**src/rtl/data_sram_req_ctrl.sv**
```systemverilog
`default_nettype none
// ============================================================================
// Module      : data_sram_req_ctrl
// Description : Drives EX-stage load/store requests onto an SRAM-like data
//               bus (req/addr_ok/data_ok), tracks outstanding transactions,
//               and buffers returned data in a FIFO so MEM may stall.
//               Responses belonging to flushed instructions are discarded.
// Revision    : 1.0 - initial release
// ----------------------------------------------------------------------------
// Ports
//   clk, resetn            : clock / asynchronous active-low reset
//   ex_req_*               : request from EX (valid/ready handshake)
//   flush                  : cancel every request not yet returned to MEM
//   mem_resp_*             : FIFO head towards MEM (valid/ready handshake)
//   data_sram_*            : SRAM-like bus master side
//   busy                   : request pending, in flight, or being discarded
// ============================================================================
module data_sram_req_ctrl #(
    parameter int MAX_OUTSTANDING = 2,
    parameter int CNT_W           = 2
) (
    input  logic        clk,
    input  logic        resetn,
    input  logic        ex_req_valid,
    input  logic        ex_req_wr,
    input  logic [1:0]  ex_req_size,
    input  logic [3:0]  ex_req_wstrb,
    input  logic [31:0] ex_req_addr,
    input  logic [31:0] ex_req_wdata,
    output logic        ex_req_ready,
    input  logic        flush,
    output logic        mem_resp_valid,
    output logic        mem_resp_wr,
    output logic [31:0] mem_resp_rdata,
    input  logic        mem_resp_ready,
    output logic        data_sram_req,
    output logic        data_sram_wr,
    output logic [1:0]  data_sram_size,
    output logic [3:0]  data_sram_wstrb,
    output logic [31:0] data_sram_addr,
    output logic [31:0] data_sram_wdata,
    input  logic        data_sram_addr_ok,
    input  logic        data_sram_data_ok,
    input  logic [31:0] data_sram_rdata,
    output logic        busy
);

    localparam int               AW       = (MAX_OUTSTANDING > 1) ? $clog2(MAX_OUTSTANDING) : 1;
    // Discarded transactions can pile up across back-to-back flushes, so this
    // counter is given headroom beyond the admission bound.
    localparam int               DW       = CNT_W + 2;
    localparam logic [CNT_W:0]   MAX_C    = (CNT_W + 1)'(MAX_OUTSTANDING);
    localparam logic [AW-1:0]    LAST_PTR = AW'(MAX_OUTSTANDING - 1);

    typedef enum logic [0:0] {
        ST_IDLE = 1'b0,
        ST_REQ  = 1'b1
    } state_e;

    state_e              state_q, state_d;

    logic                req_wr_q;
    logic [1:0]          req_size_q;
    logic [3:0]          req_wstrb_q;
    logic [31:0]         req_addr_q;
    logic [31:0]         req_wdata_q;
    logic                req_disc_q, req_disc_d;

    logic [CNT_W-1:0]    inflight_q, inflight_d;
    logic [CNT_W-1:0]    fifo_cnt_q, fifo_cnt_d;
    logic [DW-1:0]       discard_q,  discard_d;

    // Per-transaction wr tags for live in-flight requests, oldest at tag_rp_q
    logic [MAX_OUTSTANDING-1:0] tag_q;
    logic [AW-1:0]              tag_wp_q, tag_rp_q;

    // Response FIFO
    logic [31:0]                fifo_data_q [MAX_OUTSTANDING];
    logic [MAX_OUTSTANDING-1:0] fifo_wr_q;
    logic [AW-1:0]              fifo_wp_q, fifo_rp_q;

    logic w_accept, w_addr_hs, w_hs_keep, w_hs_disc;
    logic w_drop_disc, w_resp, w_keep, w_pop;

    function automatic logic [AW-1:0] ptr_inc(input logic [AW-1:0] p);
        return (p == LAST_PTR) ? '0 : p + 1'b1;
    endfunction

    assign ex_req_ready = (state_q == ST_IDLE) & ~flush &
                          (({1'b0, inflight_q} + {1'b0, fifo_cnt_q}) < MAX_C);

    assign w_accept    = ex_req_valid & ex_req_ready;
    assign w_addr_hs   = (state_q == ST_REQ) & data_sram_addr_ok;
    // A request already on the bus cannot be retracted; if it was flushed it
    // still completes on the bus but its data is scheduled for discard.
    assign w_hs_disc   = w_addr_hs & (req_disc_q | flush);
    assign w_hs_keep   = w_addr_hs & ~req_disc_q & ~flush;
    // Data returns in order, so discarded transactions are always the oldest.
    assign w_drop_disc = data_sram_data_ok & (discard_q != '0);
    assign w_resp      = data_sram_data_ok & (discard_q == '0) & (inflight_q != '0);
    assign w_keep      = w_resp & ~flush;
    assign w_pop       = mem_resp_valid & mem_resp_ready;

    assign data_sram_req   = (state_q == ST_REQ);
    assign data_sram_wr    = req_wr_q;
    assign data_sram_size  = req_size_q;
    assign data_sram_wstrb = req_wstrb_q;
    assign data_sram_addr  = req_addr_q;
    assign data_sram_wdata = req_wdata_q;

    assign mem_resp_valid = (fifo_cnt_q != '0);
    assign mem_resp_wr    = fifo_wr_q[fifo_rp_q];
    assign mem_resp_rdata = fifo_data_q[fifo_rp_q];

    assign busy = (state_q == ST_REQ) | (inflight_q != '0) | (discard_q != '0);

    always_comb begin
        state_d    = state_q;
        req_disc_d = req_disc_q;
        case (state_q)
            ST_IDLE: begin
                if (w_accept) begin
                    state_d    = ST_REQ;
                    req_disc_d = 1'b0;
                end
            end
            ST_REQ: begin
                if (w_addr_hs) begin
                    state_d    = ST_IDLE;
                    req_disc_d = 1'b0;
                end else if (flush) begin
                    req_disc_d = 1'b1;
                end
            end
            default: state_d = ST_IDLE;
        endcase

        inflight_d = flush ? '0 : (inflight_q + CNT_W'(w_hs_keep) - CNT_W'(w_keep));
        fifo_cnt_d = flush ? '0 : (fifo_cnt_q + CNT_W'(w_keep) - CNT_W'(w_pop));
        // A live response returning in the flush cycle is dropped here and
        // so must not also be counted into the discard backlog.
        discard_d  = discard_q - DW'(w_drop_disc) + DW'(w_hs_disc) +
                     (flush ? (DW'(inflight_q) - DW'(w_resp)) : '0);
    end

    always_ff @(posedge clk or negedge resetn) begin
        if (!resetn) begin
            state_q     <= ST_IDLE;
            req_wr_q    <= 1'b0;
            req_size_q  <= '0;
            req_wstrb_q <= '0;
            req_addr_q  <= '0;
            req_wdata_q <= '0;
            req_disc_q  <= 1'b0;
            inflight_q  <= '0;
            fifo_cnt_q  <= '0;
            discard_q   <= '0;
            tag_q       <= '0;
            tag_wp_q    <= '0;
            tag_rp_q    <= '0;
            fifo_wr_q   <= '0;
            fifo_wp_q   <= '0;
            fifo_rp_q   <= '0;
            for (int i = 0; i < MAX_OUTSTANDING; i++) begin
                fifo_data_q[i] <= '0;
            end
        end else begin
            state_q    <= state_d;
            req_disc_q <= req_disc_d;
            inflight_q <= inflight_d;
            fifo_cnt_q <= fifo_cnt_d;
            discard_q  <= discard_d;

            if (w_accept) begin
                req_wr_q    <= ex_req_wr;
                req_size_q  <= ex_req_size;
                req_wstrb_q <= ex_req_wstrb;
                req_addr_q  <= ex_req_addr;
                req_wdata_q <= ex_req_wdata;
            end

            if (flush) begin
                tag_wp_q  <= '0;
                tag_rp_q  <= '0;
                fifo_wp_q <= '0;
                fifo_rp_q <= '0;
            end else begin
                if (w_hs_keep) begin
                    tag_q[tag_wp_q] <= req_wr_q;
                    tag_wp_q        <= ptr_inc(tag_wp_q);
                end
                if (w_keep) begin
                    tag_rp_q               <= ptr_inc(tag_rp_q);
                    fifo_data_q[fifo_wp_q] <= data_sram_rdata;
                    fifo_wr_q[fifo_wp_q]   <= tag_q[tag_rp_q];
                    fifo_wp_q              <= ptr_inc(fifo_wp_q);
                end
                if (w_pop) begin
                    fifo_rp_q <= ptr_inc(fifo_rp_q);
                end
            end
        end
    end

endmodule
`default_nettype wire

```
**config.mk**
```make
export PLATFORM = sky130hd
export DESIGN_NAME = data_sram_req_ctrl
export DESIGN_NICKNAME = d
export VERILOG_FILES = /design/src/rtl/data_sram_req_ctrl.sv
export SDC_FILE = /design/constraint.sdc
export NUM_CORES = 1
export LEC_CHECK = 0
export CORE_ASPECT_RATIO = 1.5
export CORE_MARGIN = 1
export CORE_UTILIZATION = 42
export CTS_BUF_LIST = sky130_fd_sc_hd__clkbuf_16
export DETAILED_ROUTE_END_ITERATION = 12
export PLACE_DENSITY_LB_ADDON = 0.2
export REMOVE_ABC_BUFFERS = 1
export SETUP_SLACK_MARGIN = 0.2
export SLEW_MARGIN = 10
export SYNTH_ARGS = -nofsm -noshare
export SYNTH_HDL_FRONTEND = slang
export SYNTH_SLANG_ARGS = --single-unit
export TNS_END_PERCENT = 100
```
**constraint.sdc**
```tcl
create_clock -name clk -period 3.8 [get_ports clk]
set_clock_uncertainty 0.1 [all_clocks]
set_input_delay 0.38 -clock clk [delete_from_list [all_inputs] [get_ports clk]]
set_output_delay 0.38 -clock clk [all_outputs]
set_load 0.02 [all_outputs]
```
Word-level counts from Yosys, hierarchy flattened
Index checks and enable logic that the tools add are counted.
{ "word_totals": {"out_inout_bits": 108, "ff_bits": 153, "in_bits": 110, "word_cells": 114} }
{ "op_classes": {"n_mux": 38, "n_bitwise": 20, "eq_ne": 2, "n_lt_le_gt_ge": 10, "n_addsub": 13, "reduce_logical": 13} }
{ "op_table": {"columns": ["op", "n"], "rows": [
  ["$mux W32", 4],
  ["$bwmux W64", 1],
  ["$demux W32 S1", 1],
  ["$mux W1", 23],
  ["$and A1 B1 Y1", 12],
  ["$reduce_bool A2 Y1", 5],
  ["$lt A1 B2 Y1 const B", 4],
  ["$reduce_and A2 Y1", 3],
  ["$add A1 B1 Y1 const B", 4],
  ["$add A2 B1 Y2", 2],
  ["$add A4 B1 Y4", 1],
  ["$add A4 B4 Y4", 1],
  ["$bwmux W2", 2],
  ["$ge A2 B2 Y1 const B", 2],
  ["$logic_not A4 Y1", 1],
  ["$mux W2", 2],
  ["$mux W4", 1],
  ["$not A1 Y2", 2],
  ["$pmux W1 S2", 2],
  ["$reduce_bool A4 Y1", 1],
  ["$sub A2 B1 Y2", 2],
  ["$sub A4 B1 Y4", 1],
  ["$add A2 B2 Y3", 1],
  ["$logic_and A1 B1 Y1", 3],
  ["9 further kinds", 15]
]} }

Depth between registers and ports, before layout
Gate-level depths: netlist of the first run.
{ "logic_depth": {"word_depth": 7, "mapped_depth": 12, "depth_no_buf": 11} }

Worst setup path before layout of the first run
Ideal clock, no wire load.
{ "synth_path": {"kind": "flip-flop to flip-flop", "from": "reg inflight_q[0]", "to": "reg req_addr_q[0], in the netlist data_sram_addr[0]", "slack_ns": 0.875, "stages_incl_launch_ff": 7, "t_arrival_ns": 2.700, "period_less_slack_ns": 2.925, "path_buffers": 1, "required_ns": 3.575, "setup_ns": 0.125, "cell_sequence": "dfrtp_1 and2_1 fa_1 nor4_1 nand2_1 clkbuf_1 mux2_2"} }
{ "synth_via": {"elab_chain_cells": 4} }
{ "synth_rtl": {"columns": ["element", "line", "text"], "rows": [
  ["from (decl)", "69", "logic [CNT_W-1:0] inflight_q, inflight_d;"],
  ["from (signal assigned)", "170", "inflight_q <= inflight_d;"],
  ["$add A2 B2 Y3", "90", "(({1'b0, inflight_q} + {1'b0, fifo_cnt_q}) < MAX_C);"],
  ["$lt A3 B2 Y1", "90", null],
  ["$and A1 B1 Y1", "89", "assign ex_req_ready = (state_q == ST_IDLE) & ~flush &"],
  ["via ex_req_ready", "30", "output logic ex_req_ready,"],
  ["$and A1 B1 Y1", "92", "assign w_accept = ex_req_valid & ex_req_ready;"],
  ["to (signal assigned)", "178", "req_addr_q <= ex_req_addr;"],
  ["to (decl)", "65", "logic [31:0] req_addr_q;"]
]} }
The timed path passes the listed nets, and every way through them passes these cells.
A chain may end at the register's enable or synchronous reset.

Worst setup path in the final report of the first run
{ "layout_path": {"from": "reg inflight_q[1]", "to": "reg discard_q[3]"} }
{ "layout_via": {"elab_chain_cells": 5} }
{ "layout_rtl": {"columns": ["element", "line", "text"], "rows": [
  ["$reduce_bool A2 Y1", "100", "assign w_resp = data_sram_data_ok & (discard_q == '0) & (inflight_q != '0);"],
  ["$and A1 B1 Y1", "100", null],
  ["$sub A2 B1 Y3 *", "143", "(flush ? (DW'(inflight_q) - DW'(w_resp)) : '0);"],
  ["$mux W4 *", "143", null],
  ["$add A4 B4 Y4 *", "142", "discard_d = discard_q - DW'(w_drop_disc) + DW'(w_hs_disc) +"],
  ["via discard_d[3]", "71", "logic [DW-1:0] discard_q, discard_d;"],
  ["to (signal assigned)", "172", "discard_q <= discard_d;"],
  ["to (decl)", "71", null]
]} }
Mark *: on every way through the listed nets, which the timed path passes. The rest lies on a longest branch.

==> summary.md, run 1 <==
| Metric | Value |
|---|---|
| Die Footprint | roughly 17000 um^2 |
| Cts repair resizes | 0 |
| I/O pins | between 200 and 250 |
| Status | finished, final reports clean |
| First-pass GRT wire length | 23720 um |
| Mapped cell area | 6749 um^2 |
| Vert. Die Dim | between 150 and 200 um |
| Clock root cell | clkbuf_16 |
| Synth warn | 0 |
| Port-buffer cells | between 200 and 250 |
| Die X | 105.5 um |
| P_leak | 4.315 nW |
| Setup WS post-layout | 0.7300 ns |
| Gr usage total | a little under a fifth |
| Unrepaired setup endpoints after global routing | no |
| Vias/cell | about 5 |
| Worst r2r path cells | 11 |
| NumNets Final | between 700 and 800 |
| Worst Path Class, Setup | flip-flop to flip-flop |
| Flop2flop setup slack | around 0.73 ns |
| Diodes inserted | 0 |
| Relative slew slack | around 50% |
| H-tree depth | 4 |
| Register area share after synthesis | a little under three fifths |
| Critical path capture point type | flip-flop |
| Residual DRC | 0 |
| Core Footprint | between 15000 and 20000 um^2 |
| Postcts setup bufs | 0 |
| DR iter-0 viols | about 210 |
| WP data required | 4.04 ns |
| Worst path arrival time | roughly 3.3 ns |
| Clk buf depth | 2 |
| Initial antenna violation count | 0 |
| Num CTS Buffers | 17 |
| Final TNS setup | 0 ns |
| Max Fclk | about 330 MHz |
| CTS Hold Bufs | 1 |
| Worst-Skew Late Latency | just over 0.4 ns |
| Share of the synthesized area in the top cell type | a little under three fifths |
| WL/cell | roughly 17 um |
| Vias in the first global route | 4649 |
| Final Hold Fails | 0 |
| ANT nets after route | 0 |
| Critical Path Source Type | flip-flop |
| Worst Setup EP | discard_q[3]$_DFF_PN0_ |
| Largest net degree at the start of global routing | between 80 and 90 |
| Final core utilization | about 62% |
| Overflow after GRT | 0 |
| HP Class | flip-flop to flip-flop |
| Worst reg2reg startpoint | inflight_q[1]$_DFF_PN0_ |
| Synth async-reset ratio | between 90% and 100% |
| Clock slew at reported path FFs | 0.07 ns |
| Synth area leader | dfrtp_1 |
| Yosys cell types | 34 |
| Post-Syn Instances | ~430 |
| Fin area | 9722 um^2 |
| Fin crit share | roughly four fifths |
| Setup violators final | 0 |
| Crit Reg-Reg Endpoint | discard_q[3]$_DFF_PN0_ |
| DR pass1 iterations | 4 |
| Worst setup path startpoint | inflight_q[1]$_DFF_PN0_ |
| Pre-CTS setup slack | 0.5341 ns |
| Cell area after placement | just over 9000 um^2 |
| Starting Density | between 40% and 50% |
| Power per cell area | 539.9 nW/um^2 |
| Clock sinks | 153 |
| Slew Limit Fails | 0 |
| GP Congestion | about 0.76 |
| Row count | 56 |
| CP Max Fanout | 8 |
| Post-layout min period | between 3 and 4 ns |
| Routed via count | ~4.3k |
| Synth top area cells | dfrtp_1, mux2_2, mux2_4, ha_1, buf_6 |
| Hpwl dp | roughly 10000 um |
| Synth Area per Inst | about 16 um^2 |
| Worst IR Drop VDD | ~0.25 mV |
| Prevailing post-synth register cell | dfrtp_1 |
| Measured slew at the worst slew-check pin | ~0.74 ns |
| Final wirelength | ~15000 um |
| FF+latch count, synth | between 150 and 200 |
| Fillers | 1254 |
| Layout cells sized above 1 | 33.68% |
| Max Cap Viol | 0 |
| Post-synth EDFFs | 0 |
| Area Growth Syn to Fin | 44.05% |
| CTS tree | done |
## power breakdown
group,internal (mW),switching [mW]
combinational,0.863,0.692
clock,0.927,0.722
sequential,1.90,0.144
total,3.69,1.56
## synth_stat cells (3+ instances only)
| library cell | number |
|---|---|
| a21oi_1 | 4 |
| xnor2_1 | 6 |
| fa_1 | 3 |
| buf_6 | 7 |
| clkbuf_1 | 9 |
| nor2_1 | 5 |
| mux2_4 | 60 |
| nand2_1 | 4 |
| inv_1 | 15 |
| dfrtp_1 | 153 |
| buf_1 | 3 |
| o21ai_0 | 3 |
| nor2b_1 | 4 |
| mux2_2 | 113 |
| ha_1 | 11 |
## metrics by stage
stage	cells	hold slack, ns	power (mW)
2_1_floorplan	407	-0.01559	2.878
3_3_place_gp	835	0.3563	3.595
3_5_place_dp	835	0.3711	3.649
4_1_cts	868	0.4060	5.334
5_1_grt	868	0.4118	5.524
6_report	868	0.4021	5.249
## placed cells by master (no fill, tap or decap), drive strengths merged, types with 3 or more instances in the layout
cell             n
a21oi            4
and2             3
buf              9
clkbuf          17
clkdlybuf4s50  216
clkinv           6
dfrtp          153
fa               3
ha              11
inv             21
mux2           173
nand2            4
nor2             5
nor2b            4
nor4             4
o21ai            4
or3              3
xnor2            6
## routing by layer
layer	vias up	track usage [%]	part of all wire, %
met5	-	0	0
met4	0	7.143	1.3
met3	12	4.431	6.5
met2	167	32.86	53
met1	2175	21.46	39
li1	1945	-	-
## area by class of cell
type / count / area (um^2) / share of cell area [%]
sequential: 153 / 3829 / 39.38
multi-input combinational: 239 / 2729 / 28.07
timing repair buffer: 226 / 2268 / 23.33
clock buffer: 17 / 425.4 / 4.376
tap: 203 / 254.0 / 2.613
clock inverter: 15 / 160.2 / 1.647
inverter: 15 / 56.30 / 0.5792
## critical path, stage by stage, from the launching register on
cell	delay [ns]
dfrtp_1	0.42
o21ai_1	0.62
nor2_1	0.10
ha_1	0.22
ha_1	0.26
nand2b_1	0.15
ha_1	0.32
inv_1	0.06
ha_1	0.29
a21o_1	0.17
a21oi_1	0.16
xnor2_1	0.13
## sequential cells by signal, indices dropped and copies added, names as in the netlist, 2 cells and up
signal	flops
fifo_data_q	64
data_sram_addr	32
data_sram_wdata	32
data_sram_wstrb	4
discard_q	4
data_sram_size	2
fifo_cnt_q	2
fifo_wr_q	2
inflight_q	2
tag_q	2
## worst min-delay path by stage
| stage | from | to | slack, ns | cells after the start |
|---|---|---|---|---|
| floorplan | resetn | data_sram_addr[0]$_DFFE_PN0P_ | -0.02 | 0 |
| global placement | resetn | data_sram_addr[24]$_DFFE_PN0P_ | 0.36 | 1 |
| detailed placement | resetn | data_sram_addr[24]$_DFFE_PN0P_ | 0.37 | 1 |
| CTS | data_sram_wdata[28]$_DFFE_PN0P_ | data_sram_wdata[28]$_DFFE_PN0P_ | 0.41 | 1 |
| global route | data_sram_addr[25]$_DFFE_PN0P_ | data_sram_addr[25]$_DFFE_PN0P_ | 0.41 | 1 |
| finish | data_sram_wdata[28]$_DFFE_PN0P_ | data_sram_wdata[28]$_DFFE_PN0P_ | 0.40 | 1 |
## cell families (layout without fill, tap and decap cells)
group                    Yosys count  count (layout)  share of synthesized area (%)
AO/OA/AOI/OAI                     11              11                         0.9455
XOR/XNOR                           8               8                          1.038
adder cells (fa/ha/maj)           14              14                          2.929
buffers and inverters             35             273                          2.873
flip-flops                       153             153                          56.73
multiplexers                     173             173                          32.20
AND/OR/NAND/NOR                   33              33                          3.281
(Power assumes the default switching activity.)
==> inputs of run 2 (changes only) <==
==> constraint.sdc (replaced) <==
create_clock -name clk -period 2.5 [get_ports clk]
set_clock_uncertainty 0.1 [all_clocks]
set_input_delay 0.25 -clock clk [delete_from_list [all_inputs] [get_ports clk]]
set_output_delay 0.25 -clock clk [all_outputs]
set_load 0.02 [all_outputs]
==> run 2 against run 1 <==
The flow now finishes with violations (negative setup slack); first-iteration DRC count is 19% lower; setup slack worse by 0.90 ns; sequential share of layout area is 3.0 points lower; register-to-register slack worse by 0.90 ns; global-route usage is 2.3 points higher; combinational power is 68% higher; power is 58% higher; critical path depth is 2 lower; hold slack worse by 0.18 ns; routed wire length is 13% higher; critical endpoint is now discard_q[1]$_DFF_PN0_.
==> summary.md, run 2 (synthesis results as in run 1) <==
| Metric | Value |
|---|---|
| CP most frequent cell | ha_4 (was ha_1) |
| Critical path capture point type | flip-flop (unchanged) |
| Switching power | 2.505 mW (was 1.557 mW) |
| Num CTS Buffers | 17 (unchanged) |
| Unrepaired setup endpoints after global routing | yes (was no) |
| Worst path arrival time | 2.89 ns (was 3.31 ns) |
| Met3 track demand over resource | 5.135% (was 4.431%) |
| Post-layout min period | 2.667 ns (was 3.070 ns) |
| DR pass1 iterations | 4 (unchanged) |
| Critical Path Source Type | flip-flop (unchanged) |
| Delay-heaviest family, CP | adder cells (unchanged) |
| Overall power | 8.271 mW (was 5.249 mW) |
| Worst-path cell chain | or4_4 -> nor2_4 -> ha_4 -> ha_4 -> nand2b_4 -> ha_4 -> buf_6 -> fa_2 -> inv_2 (was o21ai_1 -> nor2_1 -> ha_1 -> ha_1 -> nand2b_1 -> ha_1 -> inv_1 -> ha_1 -> a21o_1 -> a21oi_1 -> xnor2_1) |
| P_leak | 5.111 nW (was 4.315 nW) |
| Measured slew at the worst slew-check pin | 0.4449 ns (was 0.7447 ns) |
| GP Congestion | 0.7493 (was 0.7557) |
| Slew Limit Fails | 0 (unchanged) |
| Setup WS post-layout | -0.1669 ns (was 0.7300 ns) |
| Max Cap Viol | 0 (unchanged) |
| Worst IR Drop VDD | 0.4201 mV (was 0.2541 mV) |
| Final Hold Fails | 0 (unchanged) |
| Vias/cell | 4.911 (was 4.953) |
| Largest net degree at the start of global routing | 64 (was 82) |
| Power per cell area | 785.6 nW/um^2 (was 539.9 nW/um^2) |
| Logic pwr share | 31.6% (was 29.6%) |
| Clock sinks | 153 (unchanged) |
| NumNets Final | 818 (was 776) |
| Worst reg2reg startpoint | discard_q[3]$_DFF_PN0_ (was inflight_q[1]$_DFF_PN0_) |
| WL/cell | 18.48 um (was 17.09 um) |
| Critical Path Max Stage Delay | 0.57 ns (was 0.62 ns) |
| Crit-path slowest cell | or4_4 (was o21ai_1) |
| Top reg by flops | fifo_data_q (unchanged) |
| Seq pwr share | 37.6% (was 39.0%) |
| Vias in the first global route | 4989 (was 4649) |
| WP data required | 2.72 ns (was 4.04 ns) |
| H-tree depth | 4 (unchanged) |
| CTS tree | done (unchanged) |
| Worst Path Buf+Inv | 2 (was 1) |
| Failing checks | negative setup slack |
| Initial antenna violation count | 1 (was 0) |
| Setup violators final | 4 (was 0) |
| Most common cell after layout, fill and taps aside | clkdlybuf4s50_1 (unchanged) |
| Die Footprint | 16590 um^2 (unchanged) |
| Cell-internal power | 5.766 mW (was 3.692 mW) |
| Met2 Use GR | 37.75% (was 32.86%) |
| DR iter-0 viols | 169 (was 209) |
| Hpwl dp | 10900 um (was 10360 um) |
| Flop2flop setup slack | -0.17 ns (was 0.73 ns) |
| ANT nets after route | 0 (unchanged) |
| First-pass GRT wire length | 26360 um (was 23720 um) |
| Core Footprint | 15700 um^2 (unchanged) |
| Clock slew at reported path FFs | 0.07 ns (about the same) |
| Overflow after GRT | 0 (unchanged) |
| I/O pins | 218 (unchanged) |
| Global Route met1 Usage | 22.92% (was 21.46%) |
| Clock root cell | clkbuf_16 (unchanged) |
| Status | finished with violations (was finished, final reports clean) |
| Starting Density | 43.00% (unchanged) |
| Vert. Die Dim | 157.3 um (unchanged) |
| Highest-count cells in the layout ignoring fill and taps | clkdlybuf4s50_1, dfrtp_1, mux2_2 (unchanged) |
| Max Fclk | 375.0 MHz (was 325.7 MHz) |
| Pre-CTS setup slack | -0.3086 ns (was 0.5341 ns) |
| Worst-Skew Late Latency | 0.42 ns (was 0.41 ns) |
| CP Max Fanout | 2 (was 8) |
| Port-buffer cells | 217 (unchanged) |
| Residual DRC | 0 (unchanged) |
| Net Sw Frac | 30.28% (was 29.66%) |
| Clk buf depth | 2 (unchanged) |
| Clock power share | 30.8% (was 31.4%) |
| Row count | 56 (unchanged) |
| Gr usage total | 20.80% (was 18.47%) |
| Gr busiest metal | met2 (unchanged) |
| Worst setup path startpoint | discard_q[3]$_DFF_PN0_ (was inflight_q[1]$_DFF_PN0_) |
| Layout cells sized above 1 | 41.02% (was 33.68%) |
| Die X | 105.5 um (unchanged) |
| Relative slew slack | 70.34% (was 50.02%) |
| Area Growth Syn to Fin | 56.01% (was 44.05%) |
| Routed via count | 4474 (was 4299) |
| Max reg flops | 64 (unchanged) |
| Worst Path Class, Setup | flip-flop to flip-flop (unchanged) |
| Fin crit share | 106.7% (was 80.79%) |
| HP Class | input port to async pin (was flip-flop to flip-flop) |
| Fillers | 1160 (was 1254) |
| Final wirelength | 16830 um (was 14830 um) |
[run 2: area by class of cell]
| class | instances | area [um^2] | area share [%] |
|---|---|---|---|
| repair buffers | 268 | 2889 | 27.44 |
| clock inverters | 15 | 155.1 | 1.474 |
| multi-input cells | 239 | 2914 | 27.68 |
| flip-flops and latches | 153 | 3830 | 36.38 |
| inverters | 15 | 58.81 | 0.5585 |
| clock buffers | 17 | 425.4 | 4.040 |
| well taps | 203 | 254.0 | 2.412 |
| diodes | 1 | 2.502 | 0.02377 |
[run 2: what timing repair did]
action / 4_1_cts / 5_1_grt
hold endpoints to repair: 40 / 0
endpoints found under the setup margin: 149 / 153
gates cloned: 5 / 1
setup buffers: 12 / 2
pin swaps: 15 / 8
resized for setup: 55 / 48
hold buffers: 1 / 0
[run 2: worst paths after layout]
path | endpoint | cells after the start
worst min-delay path | data_sram_addr[7]$_DFFE_PN0P_ | 2
worst max register to register | discard_q[1]$_DFF_PN0_ | 9
min in group clk | data_sram_wstrb[1]$_DFFE_PN0P_ | 2
worst max-delay path | discard_q[1]$_DFF_PN0_ | 9
worst min register to register | data_sram_wdata[0]$_DFFE_PN0P_ | 1
max in group asynchronous | data_sram_wdata[10]$_DFFE_PN0P_ | 3
[run 2: stage by stage]
stage / utilization (%) / hold WS [ns] / TNS (ns) / area, um^2 / cells
after global routing: 67.08 / 0.2425 / -1.038 / 10530 / 911
after CTS: 65.72 / 0.2314 / -0.6784 / 10310 / 907
after detailed placement: 59.52 / 0.09716 / -0.9007 / 9341 / 857
after global placement: 59.52 / 0.08776 / -0.6922 / 9341 / 857
final: 67.08 / 0.2205 / -0.4099 / 10530 / 911
after floorplan: - / -0.1456 / -169.89 / 6611 / 407
[run 2: power by group through the flow]
| stage | Combinational [mW] | Clock [mW] | Sequential [mW] |
|---|---|---|---|
| floorplan | 0.883 | 0 | 3.49 |
| global placement | 2.43 | 0 | 3.12 |
| detailed placement | 2.49 | 0 | 3.16 |
| CTS | 2.59 | 2.61 | 3.11 |
| global route | 2.78 | 2.71 | 3.17 |
| finish | 2.61 | 2.55 | 3.11 |
[run 2: routing by layer]
layer | vias to the layer above | share of wire (%)
li1 | 2029 | -
met1 | 2244 | 38
met2 | 173 | 54
met3 | 28 | 6.0
met4 | 0 | 2.3
met5 | - | 0
==> inputs of run 3 (changes only) <==
--- a/config.mk
+++ b/config.mk
@@ -5,7 +5,7 @@
 export SDC_FILE = /design/constraint.sdc
 export NUM_CORES = 1
 export LEC_CHECK = 0
-export CORE_ASPECT_RATIO = 1.5
+export CORE_ASPECT_RATIO = 0.7
 export CORE_MARGIN = 1
 export CORE_UTILIZATION = 42
 export CTS_BUF_LIST = sky130_fd_sc_hd__clkbuf_16
==> run 3 against run 2 <==
The run still ends with negative setup slack left; via count fell by 2.1%; highest routed layer unchanged; combinational power hardly changed; cell count is 2.0% lower; setup slack better by 0.032 ns; critical path depth stayed put; hold slack improved by 0.099 ns; routed wire length shrank 3.2%; cell area fell by 2.1%; largest power group unchanged; power shrank 2.8%; non-clock buffer count is 12 lower; die area about the same; sequential cell count stayed put.
==> summary.md, run 3 (synthesis results as in run 1) <==
| Metric | Value |
|---|---|
| Status | finished with violations (unchanged) |
| Failing checks | negative setup slack (unchanged) |
| Power per cell area | 780.1 nW/um^2 (was 785.6 nW/um^2) |
| Highest-count cells in the layout ignoring fill and taps | clkdlybuf4s50_1, dfrtp_1, mux2_2 (unchanged) |
| Starting Density | 43.28% (was 43.00%) |
| Final cell count without fillers | 893 (was 911) |
| Initial antenna violation count | 0 (was 1) |
| Setup WS post-layout | -0.1350 ns (was -0.1669 ns) |
| Critical path capture point type | flip-flop (unchanged) |
| Measured slew at the worst slew-check pin | 0.7255 ns (was 0.4449 ns) |
| Clock root cell | clkbuf_16 (unchanged) |
| Max reg flops | 64 (unchanged) |
| Core Footprint | 15600 um^2 (was 15700 um^2) |
| Top reg by flops | fifo_data_q (unchanged) |
| GP Congestion | 0.7499 (was 0.7493) |
| Slew Limit Fails | 0 (unchanged) |
| Worst reg2reg startpoint | discard_q[1]$_DFF_PN0_ (was discard_q[3]$_DFF_PN0_) |
| Residual DRC | 0 (unchanged) |
| Max Cap Viol | 0 (unchanged) |
| Row count | 38 (was 56) |
| Inst Count DP | 848 (was 857) |
| Most common cell after layout, fill and taps aside | clkdlybuf4s50_1 (unchanged) |
| Final TNS setup | -0.2967 ns (was -0.4099 ns) |
| DR pass1 iterations | 4 (unchanged) |
| Hpwl dp | 10640 um (was 10900 um) |
| Setup violators final | 3 (was 4) |
| Port-buffer cells | 217 (unchanged) |
| Clk buf depth | 2 (unchanged) |
| Crit Reg-Reg Endpoint | discard_q[1]$_DFF_PN0_ (unchanged) |
| Overflow after GRT | 0 (unchanged) |
| Cell area after placement | 9268 um^2 (was 9341 um^2) |
| Fin crit share | 105.4% (was 106.7%) |
| Die X | 153.5 um (was 105.5 um) |
| WP data required | 2.71 ns (was 2.72 ns) |
| H-tree depth | 4 (unchanged) |
| Max Fclk | 379.5 MHz (was 375.0 MHz) |
| ANT nets after route | 0 (unchanged) |
| Relative slew slack | 51.63% (was 70.34%) |
| Layout cells sized above 1 | 38.82% (was 41.02%) |
| Vias in the first global route | 4729 (was 4989) |
| Num CTS Buffers | 17 (unchanged) |
| Worst r2r path cells | 9 (unchanged) |
| Worst path arrival time | 2.84 ns (was 2.89 ns) |
| Vias/cell | 4.904 (was 4.911) |
| Overall power | 8.043 mW (was 8.271 mW) |
| Gr usage total | 20.02% (was 20.80%) |
| Area Growth Syn to Fin | 52.78% (was 56.01%) |
| Final core utilization | 66.12% (was 67.08%) |
| First-pass GRT wire length | 25240 um (was 26360 um) |
| Diodes inserted | 0 (was 1) |
| Flop2flop setup slack | -0.14 ns (was -0.17 ns) |
| Critical Path Source Type | flip-flop (unchanged) |
| CTS tree | done (unchanged) |
| I/O pins | 218 (unchanged) |
| Clock slew at reported path FFs | 0.06 ns (was 0.07 ns) |
| WL/cell | 18.25 um (was 18.48 um) |
| Unrepaired setup endpoints after global routing | yes (unchanged) |
| NumNets Final | 806 (was 818) |
| Largest net degree at the start of global routing | 78 (was 64) |
| P_leak | 5.003 nW (was 5.111 nW) |
| Vert. Die Dim | 108.1 um (was 157.3 um) |
| Routed via count | 4379 (was 4474) |
| Worst Path Class, Setup | flip-flop to flip-flop (unchanged) |
| Die Footprint | 16590 um^2 (about the same) |
| Post-layout min period | 2.635 ns (was 2.667 ns) |
| Final Hold Fails | 0 (unchanged) |
| CP Max Fanout | 2 (unchanged) |
| Worst IR Drop VDD | 0.5852 mV (was 0.4201 mV) |
| DR iter-0 viols | 168 (was 169) |
| HP Class | input port to async pin (unchanged) |
| Worst-Skew Late Latency | 0.41 ns (was 0.42 ns) |
| Fin area | 10310 um^2 (was 10530 um^2) |
| Final wirelength | 16300 um (was 16830 um) |
| Clock sinks | 153 (unchanged) |
run 3: metrics by stage:
stage / hold slack, ns / worst slack (ns)
2_1_floorplan: -0.1456 / -1.653
3_3_place_gp: 0.2147 / -0.2634
3_5_place_dp: 0.2165 / -0.3290
4_1_cts: 0.3294 / -0.1556
5_1_grt: 0.3325 / -0.1903
6_report: 0.3198 / -0.1350
run 3: worst max path at each step:
stage | startpoint | end | slack (ns) | depth (start not counted)
finish | discard_q[1]$_DFF_PN0_ | discard_q[1]$_DFF_PN0_ | -0.14 | 9
global route | discard_q[1]$_DFF_PN0_ | discard_q[3]$_DFF_PN0_ | -0.19 | 11
CTS | discard_q[2]$_DFF_PN0_ | discard_q[3]$_DFF_PN0_ | -0.16 | 11
detailed placement | discard_q[1]$_DFF_PN0_ | discard_q[3]$_DFF_PN0_ | -0.33 | 11
global placement | discard_q[1]$_DFF_PN0_ | discard_q[3]$_DFF_PN0_ | -0.26 | 11
floorplan | inflight_q[0]$_DFF_PN0_ | data_sram_addr[0]$_DFFE_PN0P_ | -1.65 | 5
run 3: what timing repair did:
item / in CTS / in global routing
gates resized for setup: 48 / 41
pin swaps: 12 / 7
cloned: 4 / 3
setup buffers: 6 / 1
hold buffers: 1 / 0
endpoints found under the setup margin: 128 / 170
hold endpoints to repair: 73 / 0
run 3: area by class of cell:
class	instances	area (um^2)
timing repair buffer	256	2775
clock buffer	17	425.4
sequential	153	3829
clock inverter	13	106.4
inverter	15	56.30
multi-input combinational	239	2869
tap	200	250.2
fill	1120	5284
run 3: critical path: stages (launching register included):
cell	delay [ns]
dfrtp_1	0.37
or4_4	0.57
nor2_4	0.12
ha_4	0.14
ha_4	0.19
nand2b_4	0.14
ha_4	0.25
buf_6	0.11
fa_2	0.52
inv_2	0.03
run 3: power breakdown:
part | switching [mW] | internal [mW]
Sequential | 0.211 | 2.89
Clock | 1.01 | 1.35
Combinational | 1.14 | 1.44
run 3: layer usage:
layer	wire length (um)	part of all wire (%)	vias to the layer above	track usage, %
met4	282	1.7	0	6.643
met3	865	5.3	22	6.212
li1	-	-	2013	-
met2	7805	48	133	32.53
met1	7344	45	2211	25.61
met5	0	0	-	0
